--- config.mk ---
export PLATFORM = sky130hd
export DESIGN_NAME = sng_sched
export DESIGN_NICKNAME = d
export VERILOG_FILES = /design/src/rtl/sng_sched.sv
export SDC_FILE = /design/constraint.sdc
export NUM_CORES = 1
export LEC_CHECK = 0
export ABC_CLOCK_PERIOD_IN_PS = 2110
export CORE_MARGIN = 1.5
export CORE_UTILIZATION = 43
export DETAILED_ROUTE_END_ITERATION = 8
export PLACE_DENSITY_LB_ADDON = 0.1
export SYNTH_ARGS = -nofsm -noshare
export SYNTH_HDL_FRONTEND = slang
export SYNTH_SLANG_ARGS = --single-unit
--- constraint.sdc ---
create_clock -name i_clk_sch -period 2.11 [get_ports i_clk_sch]
set_input_delay 0.422 -clock i_clk_sch [delete_from_list [all_inputs] [get_ports i_clk_sch]]
set_output_delay 0.422 -clock i_clk_sch [all_outputs]
set_load 0.05 [all_outputs]
--- src/rtl/sng_sched.sv ---
// sng_sched: frame scheduler for a bank of stochastic number generator lanes.
// Accepts one operand frame, pulses start to the lanes, waits the lane start
// latency, counts ones of the returned stream over a 16-cycle window, then
// pulses stop and presents the ones-count until it is consumed.
// Optional feature: define SNG_SCHED_PERF_EN to enable the completed-frame
// counter on o_frame_cnt (otherwise the port is tied to zero).
module sng_sched #(
    parameter int LANES     = 4,
    parameter int START_LAT = 2
) (
    input  logic               i_clk_sch,
    input  logic               i_rst_sch,
    input  logic               i_in_valid,
    output logic               o_in_ready,
    input  logic [4*LANES-1:0] i_in_data,
    output logic [4*LANES-1:0] o_x_bn,
    output logic               o_start_sng,
    output logic               o_stop_sng,
    input  logic               i_sn_bit,
    input  logic               i_abort,
    output logic               o_out_valid,
    input  logic               i_out_ready,
    output logic [4:0]         o_out_count,
    output logic               o_busy,
    output logic [15:0]        o_frame_cnt
);

    typedef enum logic [2:0] {
        ST_IDLE  = 3'd0,
        ST_START = 3'd1,
        ST_WAIT  = 3'd2,
        ST_RUN   = 3'd3,
        ST_DONE  = 3'd4
    } state_t;

    // Last value of the wait counter before RUN; WAIT spans START_LAT-1 cycles.
    localparam logic [2:0] WAIT_LAST = (START_LAT >= 2) ? 3'(START_LAT - 2) : 3'd0;

    state_t             r_state;
    logic [4*LANES-1:0] r_x_bn;
    logic [4:0]         r_acc;
    logic [3:0]         r_win;
    logic [2:0]         r_wait;
    logic               r_start;
    logic               r_stop;
    logic               r_valid;
    logic               r_busy;
    logic               w_accept;

    // Accumulator step: a 16-sample window never exceeds 16, so 5 bits cannot wrap.
    function automatic logic [4:0] acc_add(input logic [4:0] a, input logic b);
        return a + {4'd0, b};
    endfunction

    // A frame may be taken when idle, or when the current result is consumed this cycle.
    always_comb begin
        o_in_ready = (r_state == ST_IDLE) || ((r_state == ST_DONE) && i_out_ready);
        w_accept   = i_in_valid && o_in_ready;
    end

    // Frame sequencing FSM with registered lane controls and result handshake.
    always_ff @(posedge i_clk_sch) begin
        if (i_rst_sch) begin
            r_state <= ST_IDLE;
            r_x_bn  <= '0;
            r_acc   <= '0;
            r_win   <= '0;
            r_wait  <= '0;
            r_start <= 1'b0;
            r_stop  <= 1'b0;
            r_valid <= 1'b0;
            r_busy  <= 1'b0;
        end else begin
            r_start <= 1'b0;
            r_stop  <= 1'b0;
            if (w_accept) begin
                r_x_bn  <= i_in_data;
                r_acc   <= '0;
                r_win   <= '0;
                r_wait  <= '0;
                r_start <= 1'b1;
                r_valid <= 1'b0;
                r_busy  <= 1'b1;
                r_state <= ST_START;
            end else begin
                case (r_state)
                    ST_IDLE: begin
                        r_busy <= 1'b0;
                    end
                    ST_START: begin
                        if (i_abort) begin
                            r_stop  <= 1'b1;
                            r_busy  <= 1'b0;
                            r_acc   <= '0;
                            r_state <= ST_IDLE;
                        end else if (START_LAT == 1) begin
                            r_win   <= '0;
                            r_state <= ST_RUN;
                        end else begin
                            r_wait  <= '0;
                            r_state <= ST_WAIT;
                        end
                    end
                    ST_WAIT: begin
                        if (i_abort) begin
                            r_stop  <= 1'b1;
                            r_busy  <= 1'b0;
                            r_acc   <= '0;
                            r_state <= ST_IDLE;
                        end else if (r_wait == WAIT_LAST) begin
                            r_win   <= '0;
                            r_state <= ST_RUN;
                        end else begin
                            r_wait <= r_wait + 3'd1;
                        end
                    end
                    ST_RUN: begin
                        // Abort wins over the window end when both land together.
                        if (i_abort) begin
                            r_stop  <= 1'b1;
                            r_busy  <= 1'b0;
                            r_acc   <= '0;
                            r_state <= ST_IDLE;
                        end else begin
                            r_acc <= acc_add(r_acc, i_sn_bit);
                            if (r_win == 4'd15) begin
                                r_stop  <= 1'b1;
                                r_valid <= 1'b1;
                                r_state <= ST_DONE;
                            end else begin
                                r_win <= r_win + 4'd1;
                            end
                        end
                    end
                    ST_DONE: begin
                        // Abort is ignored here; only the handshake leaves DONE.
                        if (i_out_ready) begin
                            r_valid <= 1'b0;
                            r_busy  <= 1'b0;
                            r_state <= ST_IDLE;
                        end
                    end
                    default: begin
                        r_busy  <= 1'b0;
                        r_valid <= 1'b0;
                        r_state <= ST_IDLE;
                    end
                endcase
            end
        end
    end

    assign o_x_bn      = r_x_bn;
    assign o_start_sng = r_start;
    assign o_stop_sng  = r_stop;
    assign o_out_valid = r_valid;
    assign o_out_count = r_acc;
    assign o_busy      = r_busy;

`ifdef SNG_SCHED_PERF_EN
    logic [15:0] r_frame_cnt;
    logic        w_done_hs;

    assign w_done_hs = (r_state == ST_DONE) && i_out_ready;

    // Count results consumed; aborted frames never reach DONE so are not counted.
    always_ff @(posedge i_clk_sch) begin
        if (i_rst_sch) begin
            r_frame_cnt <= '0;
        end else if (w_done_hs) begin
            r_frame_cnt <= r_frame_cnt + 16'd1;
        end
    end

    assign o_frame_cnt = r_frame_cnt;
`else
    assign o_frame_cnt = 16'd0;
`endif

endmodule

==> Flow_metrics.wiki, run 1 <==
{| class="wikitable"
! Metric !! Value
|-
| Die Y || 64.67 um
|-
| Initial standard-cell utilization of the core || 44.67%
|-
| Combinational group share of total power || 22.3%
|-
| Weighted congestion reported at the end of routability-driven placement || 0.7753
|-
| Synth Flop Type || sky130_fd_sc_hd__dfxtp_1
|-
| Number of inserted filler cells in the final layout || 324
|-
| Count of cells resized by post-cts repair || 0
|-
| Detailed placer's ending HPWL || 2601 um
|-
| Antenna diode instance count || 0
|-
| Level count of the clock H-tree || 2
|-
| Part of the cycle the worst path needs || 92.77%
|-
| Kind of start point of the critical path || register
|-
| Transition time of the tightest slew-check pin || 521.1 ps
|-
| Clock edge transition at the registers on the reported setup and hold paths || 70 ps
|-
| Critical path's top delay family || buffers and inverters
|-
| Placement Rows || 22
|-
| First-pass GRT wire length || 5685 um
|-
| Worst-case vdd ir drop || 0.5660 mV
|-
| Finish-stage setup viols || 0
|-
| Post-Synthesis Cells || 172
|-
| Total routing resource utilization after global routing || 17.54%
|-
| Number of buffer cells added on primary ports || 47
|-
| Worst max-slew margin expressed relative to the limit || 65.15%
|-
| Clk pwr share || 34.5%
|-
| Synth async-reset ratio || 0%
|-
| Via density per instance || 5.067
|-
| Number of antenna violations at the first check in global routing || 0
|-
| Total negative slack || 0 ps
|-
| Total core area || 0.003661 sq mm
|-
| Clock sinks || 35
|-
| Min-delay worst type || register to register
|-
| Arrival time of the worst setup path || 1540 ps
|-
| Global-route congestion overflow total || 0
|-
| Mean instance size in the synthesized netlist || 9.508 sq um
|-
| Max Fclk || 510.9 MHz
|-
| TritonCTS clock tree || done
|-
| Met3 wirelength from detailed routing || 218 um
|-
| DR DRC count || 0
|-
| Number of search-and-repair iterations in the first detailed-routing pass || 4
|-
| Internal Power || 0.001161 W
|-
| Vias after detailed routing || 1368
|-
| Status || finished, final reports clean
|-
| Width of the chip || 64.67 um
|-
| Net switching share of the total power || 29.03%
|-
| Maximum single-stage delay on the critical path || 840 ps
|-
| Worst hold start || o_out_count[4]$_SDFFE_PP0P_
|-
| Number of buffers added for setup after CTS || 0
|-
| WL per Instance || 12.83 um
|-
| Clock insertion delay at the later pin of the skew report || 280 ps
|-
| Final Hold Viols || 0
|-
| Static leakage || 0.8409 nW
|-
| Post-layout total power || 0.001637 W
|-
| Crit-path slowest cell || sky130_fd_sc_hd__clkdlybuf4s50_1
|-
| Relative area change from synthesis to final layout || 34.20%
|-
| Endpoint class of the critical path || output port
|-
| Count of nets left with antenna violations after detail routing || 0
|-
| Cell variety after synth || 40
|-
| Detailed Route Iter0 Violations || 48
|-
| Number of buffers on the longest clock path || 2
|-
| Root buffer selected by CTS || sky130_fd_sc_hd__clkbuf_8
|-
| Share of synthesized area occupied by flip-flops and latches || 42.85%
|-
| Post-route clock skew || 5.825 ps
|-
| Total of flip-flops plus latches after synthesis || 35
|-
| Area of the mapped netlist || 0.001635 sq mm
|-
| Highest layer used for signal routing || met4
|-
| Detailed-route wire length on metal 1 || 1620 um
|-
| Hold_buf cts || 0
|-
| Power dissipated by switching net loads || 0.0004752 W
|-
| Total CTS buffers || 5
|-
| Number of synthesis warnings || 0
|-
| Share of post-route cells with drive strength above 1 || 9.009%
|-
| Number of synthesized flops with an enable pin || 0
|-
| Required time of the worst setup path || 1690 ps
|-
| Pin count of the biggest net entering global routing || 18
|-
| Post-layout net count || 249
|-
| Vias in the first global route || 1255
|-
| Tmin final || 1958 ps
|-
| Met2 wirelength from detailed routing || 1585 um
|-
| Number of max-cap violations || 0
|-
| Setup repair after global routing missed its margin || no
|-
| Relative contribution of sequential cells to total power || 43.2%
|-
| Total wire length after detailed routing || 3464 um
|-
| CP Cell Sequence || clkdlybuf4s50_1
|-
| Peak fanout along the critical path || 5
|-
| Die Area || 0.004182 sq mm
|-
| Startpoint of the worst setup timing path || o_out_count[2]$_SDFFE_PP0P_
|-
| Launch point of the worst reg-to-reg path || r_state[2]$_SDFFE_PP0P_
|-
| Start-to-end type of the worst setup path || register to output port
|-
| Max-slew violation count || 0
|-
| Number of top-level design ports || 64
|-
| Buffers plus inverters on the worst setup path || 1
|-
| Pwr Density || 745.7 mW/mm^2
|}
## through the flow
stage | hold slack (ps) | cell area (sq um) | instances | utilization [%] | worst slack [ps]
after floorplan | 448.8 | 1692 | 187 | - | 51.66
after global placement | 458.8 | 2092 | 263 | 57.14 | 88.92
after detailed placement | 449.6 | 2092 | 263 | 57.14 | 40.76
after CTS | 461.6 | 2195 | 270 | 59.95 | 144.5
after global routing | 495.1 | 2195 | 270 | 59.95 | 106.8
final | 459.5 | 2195 | 270 | 59.95 | 152.5
## per-layer routing
layer	global-route usage, %	up-vias
li1	-	687
met5	0	-
met4	6.649	0
met2	24.87	40
met3	6.424	4
met1	24.16	637
## cell usage after synthesis, drive strengths merged, types with 5 or more instances
master  number  share of area, %
buf         24                11
ha           5               3.8
dfxtp       35                43
nor2        13               3.6
nor2b        5               2.4
nand3        7               2.4
a22o        16               8.6
o21ai        9               2.8
nor3         8               2.8
a21oi       10               3.1
nand2        6               1.4
## path summary, 6_finish.rpt
kind / to / slack [ps] / cells past startpoint
setup reg to reg: o_x_bn[11]$_SDFFE_PP0P_ / 390 / 4
hold reg to reg: o_out_count[4]$_SDFFE_PP0P_ / 460 / 1
setup / recovery: o_out_count[2] / 150 / 1
hold / removal: o_out_count[4]$_SDFFE_PP0P_ / 460 / 1
## state kept, by name (all words and copies together), names as in the netlist
register	cells
o_x_bn	16
o_out_count	5
r_win	4
r_state	3
r_wait	3
o_busy	1
o_out_valid	1
o_start_sng	1
o_stop_sng	1
## cell usage in the layout, fill, tap and decap left out, drive strengths merged
| cell type | count |
|---|---|
| clkdlybuf4s50 | 46 |
| dfxtp | 35 |
| a22o | 16 |
| conb | 16 |
| nor2 | 13 |
| a21oi | 10 |
| o21ai | 9 |
| nor3 | 8 |
| nand3 | 7 |
| nand2 | 6 |
| clkbuf | 6 |
| buf | 6 |
| ha | 5 |
| nor2b | 5 |
| inv | 3 |
| nand2b | 3 |
| a31oi | 3 |
| or3 | 3 |
| xor2 | 2 |
| nand3b | 2 |
| a21o | 2 |
| a22oi | 2 |
| a311oi | 2 |
| and2b | 1 |
| a41oi | 1 |
| o211ai | 1 |
| or2 | 1 |
| o22ai | 1 |
| nor4bb | 1 |
| nor3b | 1 |
| o21ba | 1 |
| o211a | 1 |
| o2111ai | 1 |
| nand4 | 1 |
| bufinv | 1 |
## logic make-up (layout without fill, tap and decap cells)
logic type / Yosys count / in the layout / synth area share [%]
and+or+nand+nor: 52 / 52 / 18.06
AOI/OAI and AO/OA: 50 / 50 / 22.42
DFF: 35 / 35 / 42.85
buffers and inverters: 27 / 62 / 11.55
adders and majority gates: 5 / 5 / 3.826
xor gates and xnor gates: 2 / 2 / 1.071
other: 1 / 16 / 0.2293
## final cells by class
type / count / area [sq um] / share of cell area (%)
clock inverter: 1 / 30.03 / 1.368
sequential: 35 / 700.7 / 31.93
inverter: 3 / 11.26 / 0.5131
tap: 48 / 60.06 / 2.737
timing repair buffer: 52 / 518.0 / 23.60
clock buffer: 6 / 72.57 / 3.307
multi-input combinational: 125 / 802.0 / 36.55
## power groups by stage
stage	Sequential, W	Combinational [W]	Clock [W]
floorplan	0.000808	0.000182	0
global placement	0.000720	0.000363	0
detailed placement	0.000721	0.000366	0
CTS	0.000707	0.000367	0.000578
global route	0.000710	0.000386	0.000622
finish	0.000707	0.000365	0.000565
No activity file was read; power rests on OpenSTA's default activity.
==> run 2: changes to the inputs <==
- ABC_CLOCK_PERIOD_IN_PS: 2110 -> 1680
- CORE_UTILIZATION: 43 -> 39
- clock period: 2.11 -> 1.68 ns (I/O delays scaled with it)
==> Flow_metrics.wiki, run 2 (same netlist as run 1, synthesis figures left out) <==
{| class="wikitable"
! Metric !! Value
|-
| Die Y || 67.76 um (was 64.67 um)
|-
| Highest layer used for signal routing || met4 (unchanged)
|-
| Pin count of the biggest net entering global routing || 18 (unchanged)
|-
| Clock sinks || 35 (unchanged)
|-
| Relative area change from synthesis to final layout || 40.47% (was 34.20%)
|-
| Worst hold start || o_x_bn[12]$_SDFFE_PP0P_ (was o_out_count[4]$_SDFFE_PP0P_)
|-
| Clock insertion delay at the later pin of the skew report || 290 ps (was 280 ps)
|-
| Number of antenna violations at the first check in global routing || 0 (unchanged)
|-
| Level count of the clock H-tree || 2 (unchanged)
|-
| Global-route congestion overflow total || 0 (unchanged)
|-
| WL per Instance || 13.48 um (was 12.83 um)
|-
| Pwr Density || 984.9 mW/mm^2 (was 745.7 mW/mm^2)
|-
| First-pass GRT wire length || 6058 um (was 5685 um)
|-
| Hold_buf cts || 0 (unchanged)
|-
| Number of buffer cells added on primary ports || 47 (unchanged)
|-
| CP Cell Sequence || clkdlybuf4s50_1 -> ha_1 -> ha_1 -> or3_1 -> a311oi_2 (was clkdlybuf4s50_1)
|-
| Critical path's top delay family || adder cells (was buffers and inverters)
|-
| Total CTS buffers || 5 (unchanged)
|-
| Met3 wirelength from detailed routing || 207 um (was 218 um)
|-
| Part of the cycle the worst path needs || 97.68%
|-
| Share of post-route cells with drive strength above 1 || 26.47% (was 9.009%)
|-
| Buffers plus inverters on the worst setup path || 1 (unchanged)
|-
| Vias after detailed routing || 1446 (was 1368)
|-
| Post-layout net count || 264 (was 249)
|-
| Detailed-route wire length on metal 1 || 1699 um (was 1620 um)
|-
| Placement Rows || 23 (was 22)
|-
| Setup repair after global routing missed its margin || no (unchanged)
|-
| Clock edge transition at the registers on the reported setup and hold paths || 70 ps (about the same)
|-
| Cell repeated most along the worst path || sky130_fd_sc_hd__ha_1
|-
| Count of nets left with antenna violations after detail routing || 0 (unchanged)
|-
| Total routing resource utilization after global routing || 18.02% (was 17.54%)
|-
| Start-to-end type of the worst setup path || input pin to register (was register to output port)
|-
| Final Hold Viols || 0 (unchanged)
|-
| Kind of start point of the critical path || input pin (was register)
|-
| Number of max-cap violations || 0 (unchanged)
|-
| DR DRC count || 0 (unchanged)
|-
| Post-route clock skew || 9.404 ps (was 5.825 ps)
|-
| Die Area || 0.004591 sq mm (was 0.004182 sq mm)
|-
| Arrival time of the worst setup path || 1840 ps (was 1540 ps)
|-
| Finish-stage setup viols || 0 (unchanged)
|-
| Number of buffers added for setup after CTS || 0 (unchanged)
|-
| Endpoint class of the critical path || register (was output port)
|-
| Initial standard-cell utilization of the core || 40.59% (was 44.67%)
|-
| Maximum single-stage delay on the critical path || 420 ps (was 840 ps)
|-
| Vias in the first global route || 1311 (was 1255)
|-
| Static leakage || 0.9805 nW (was 0.8409 nW)
|-
| Detailed placer's ending HPWL || 2965 um (was 2601 um)
|-
| Root buffer selected by CTS || sky130_fd_sc_hd__clkbuf_8 (unchanged)
|-
| Post-route setup slack || 38.95 ps (was 152.5 ps)
|-
| Antenna diode instance count || 0 (unchanged)
|-
| Peak fanout along the critical path || 2 (was 5)
|-
| Max Fclk || 609.4 MHz
|-
| TritonCTS clock tree || done (unchanged)
|-
| Commonest cells after routing, fill and taps aside || sky130_fd_sc_hd__buf_4, sky130_fd_sc_hd__dfxtp_1, sky130_fd_sc_hd__clkdlybuf4s50_1 (was sky130_fd_sc_hd__clkdlybuf4s50_1, sky130_fd_sc_hd__dfxtp_1, sky130_fd_sc_hd__a22o_1, sky130_fd_sc_hd__conb_1, sky130_fd_sc_hd__nor2_1)
|-
| Post-placement setup slack || -229.4 ps (was 40.76 ps)
|-
| Number of search-and-repair iterations in the first detailed-routing pass || 4 (unchanged)
|-
| Tmin final || 1641 ps
|-
| Detailed Route Iter0 Violations || 50 (was 48)
|-
| Commonest non-fill, non-tap cell in the layout || sky130_fd_sc_hd__buf_4 (was sky130_fd_sc_hd__clkdlybuf4s50_1)
|-
| Count of cells resized by post-cts repair || 0 (unchanged)
|-
| Number of top-level design ports || 64 (unchanged)
|-
| Weighted congestion reported at the end of routability-driven placement || 0.8120 (was 0.7753)
|-
| Number of buffers on the longest clock path || 2 (unchanged)
|-
| Largest register FFs || 16 (unchanged)
|-
| Via density per instance || 5.021 (was 5.067)
|-
| Total core area || 0.004029 sq mm (was 0.003661 sq mm)
|-
| Crit-path slowest cell || sky130_fd_sc_hd__clkdlybuf4s50_1 (unchanged)
|-
| Launch point of the worst reg-to-reg path || r_wait[0]$_SDFFE_PP0P_ (was r_state[2]$_SDFFE_PP0P_)
|-
| Worst Hold Slack || 483.8 ps (was 459.5 ps)
|-
| Status || finished, final reports clean (unchanged)
|-
| Met2 wirelength from detailed routing || 1914 um (was 1585 um)
|-
| Min-delay worst type || register to register (unchanged)
|-
| Startpoint of the worst setup timing path || i_sn_bit (was o_out_count[2]$_SDFFE_PP0P_)
|-
| Max-slew violation count || 0 (unchanged)
|-
| Required time of the worst setup path || 1880 ps (was 1690 ps)
|-
| Worst-case vdd ir drop || 0.5505 mV (was 0.5660 mV)
|-
| Width of the chip || 67.76 um (was 64.67 um)
|-
| Total wire length after detailed routing || 3881 um (was 3464 um)
|}
run 2: layout make-up:
| type | instances | area (sq um) |
|---|---|---|
| clock inverter | 2 | 60.06 |
| clock buffer | 6 | 72.57 |
| inverter | 3 | 11.26 |
| multi-input combinational | 125 | 809.5 |
| fill | 374 | 1732 |
| sequential | 35 | 700.7 |
| timing repair buffer | 67 | 580.6 |
| tap | 50 | 62.56 |
run 2: worst paths after layout:
kind / slack (ps) / cells after the start / end
worst min-delay path: 480 / 1 / o_x_bn[12]$_SDFFE_PP0P_
worst max-delay path: 40 / 5 / o_out_count[2]$_SDFFE_PP0P_
worst min register to register: 480 / 1 / o_x_bn[12]$_SDFFE_PP0P_
worst max register to register: 80 / 6 / r_wait[1]$_SDFFE_PP0P_
run 2: layer usage:
| metal | track usage [%] | vias to the layer above |
|---|---|---|
| met2 | 27.21 | 40 |
| met3 | 6.167 | 6 |
| met5 | 0 | - |
| li1 | - | 717 |
| met1 | 23.59 | 683 |
| met4 | 6.888 | 0 |
run 2: report_power, final:
group | internal, W | switching, W
combinational | 0.000171 | 0.000306
sequential | 0.000866 | 0.0000248
clock | 0.000593 | 0.000301
total | 0.00163 | 0.000632
run 2: per-stage QoR:
step                      cell area (sq um)  TNS (ps)  power, W  cells  util [%]
after floorplan                        1697         0  0.001245    187         -
after global placement                 2162     -1287  0.001382    280     53.66
after detailed placement               2162     -1603  0.001386    280     53.66
after CTS                              2295         0  0.002286    288     56.96
after global routing                   2297         0  0.002358    288     57.02
final                                  2297         0  0.002263    288     57.02
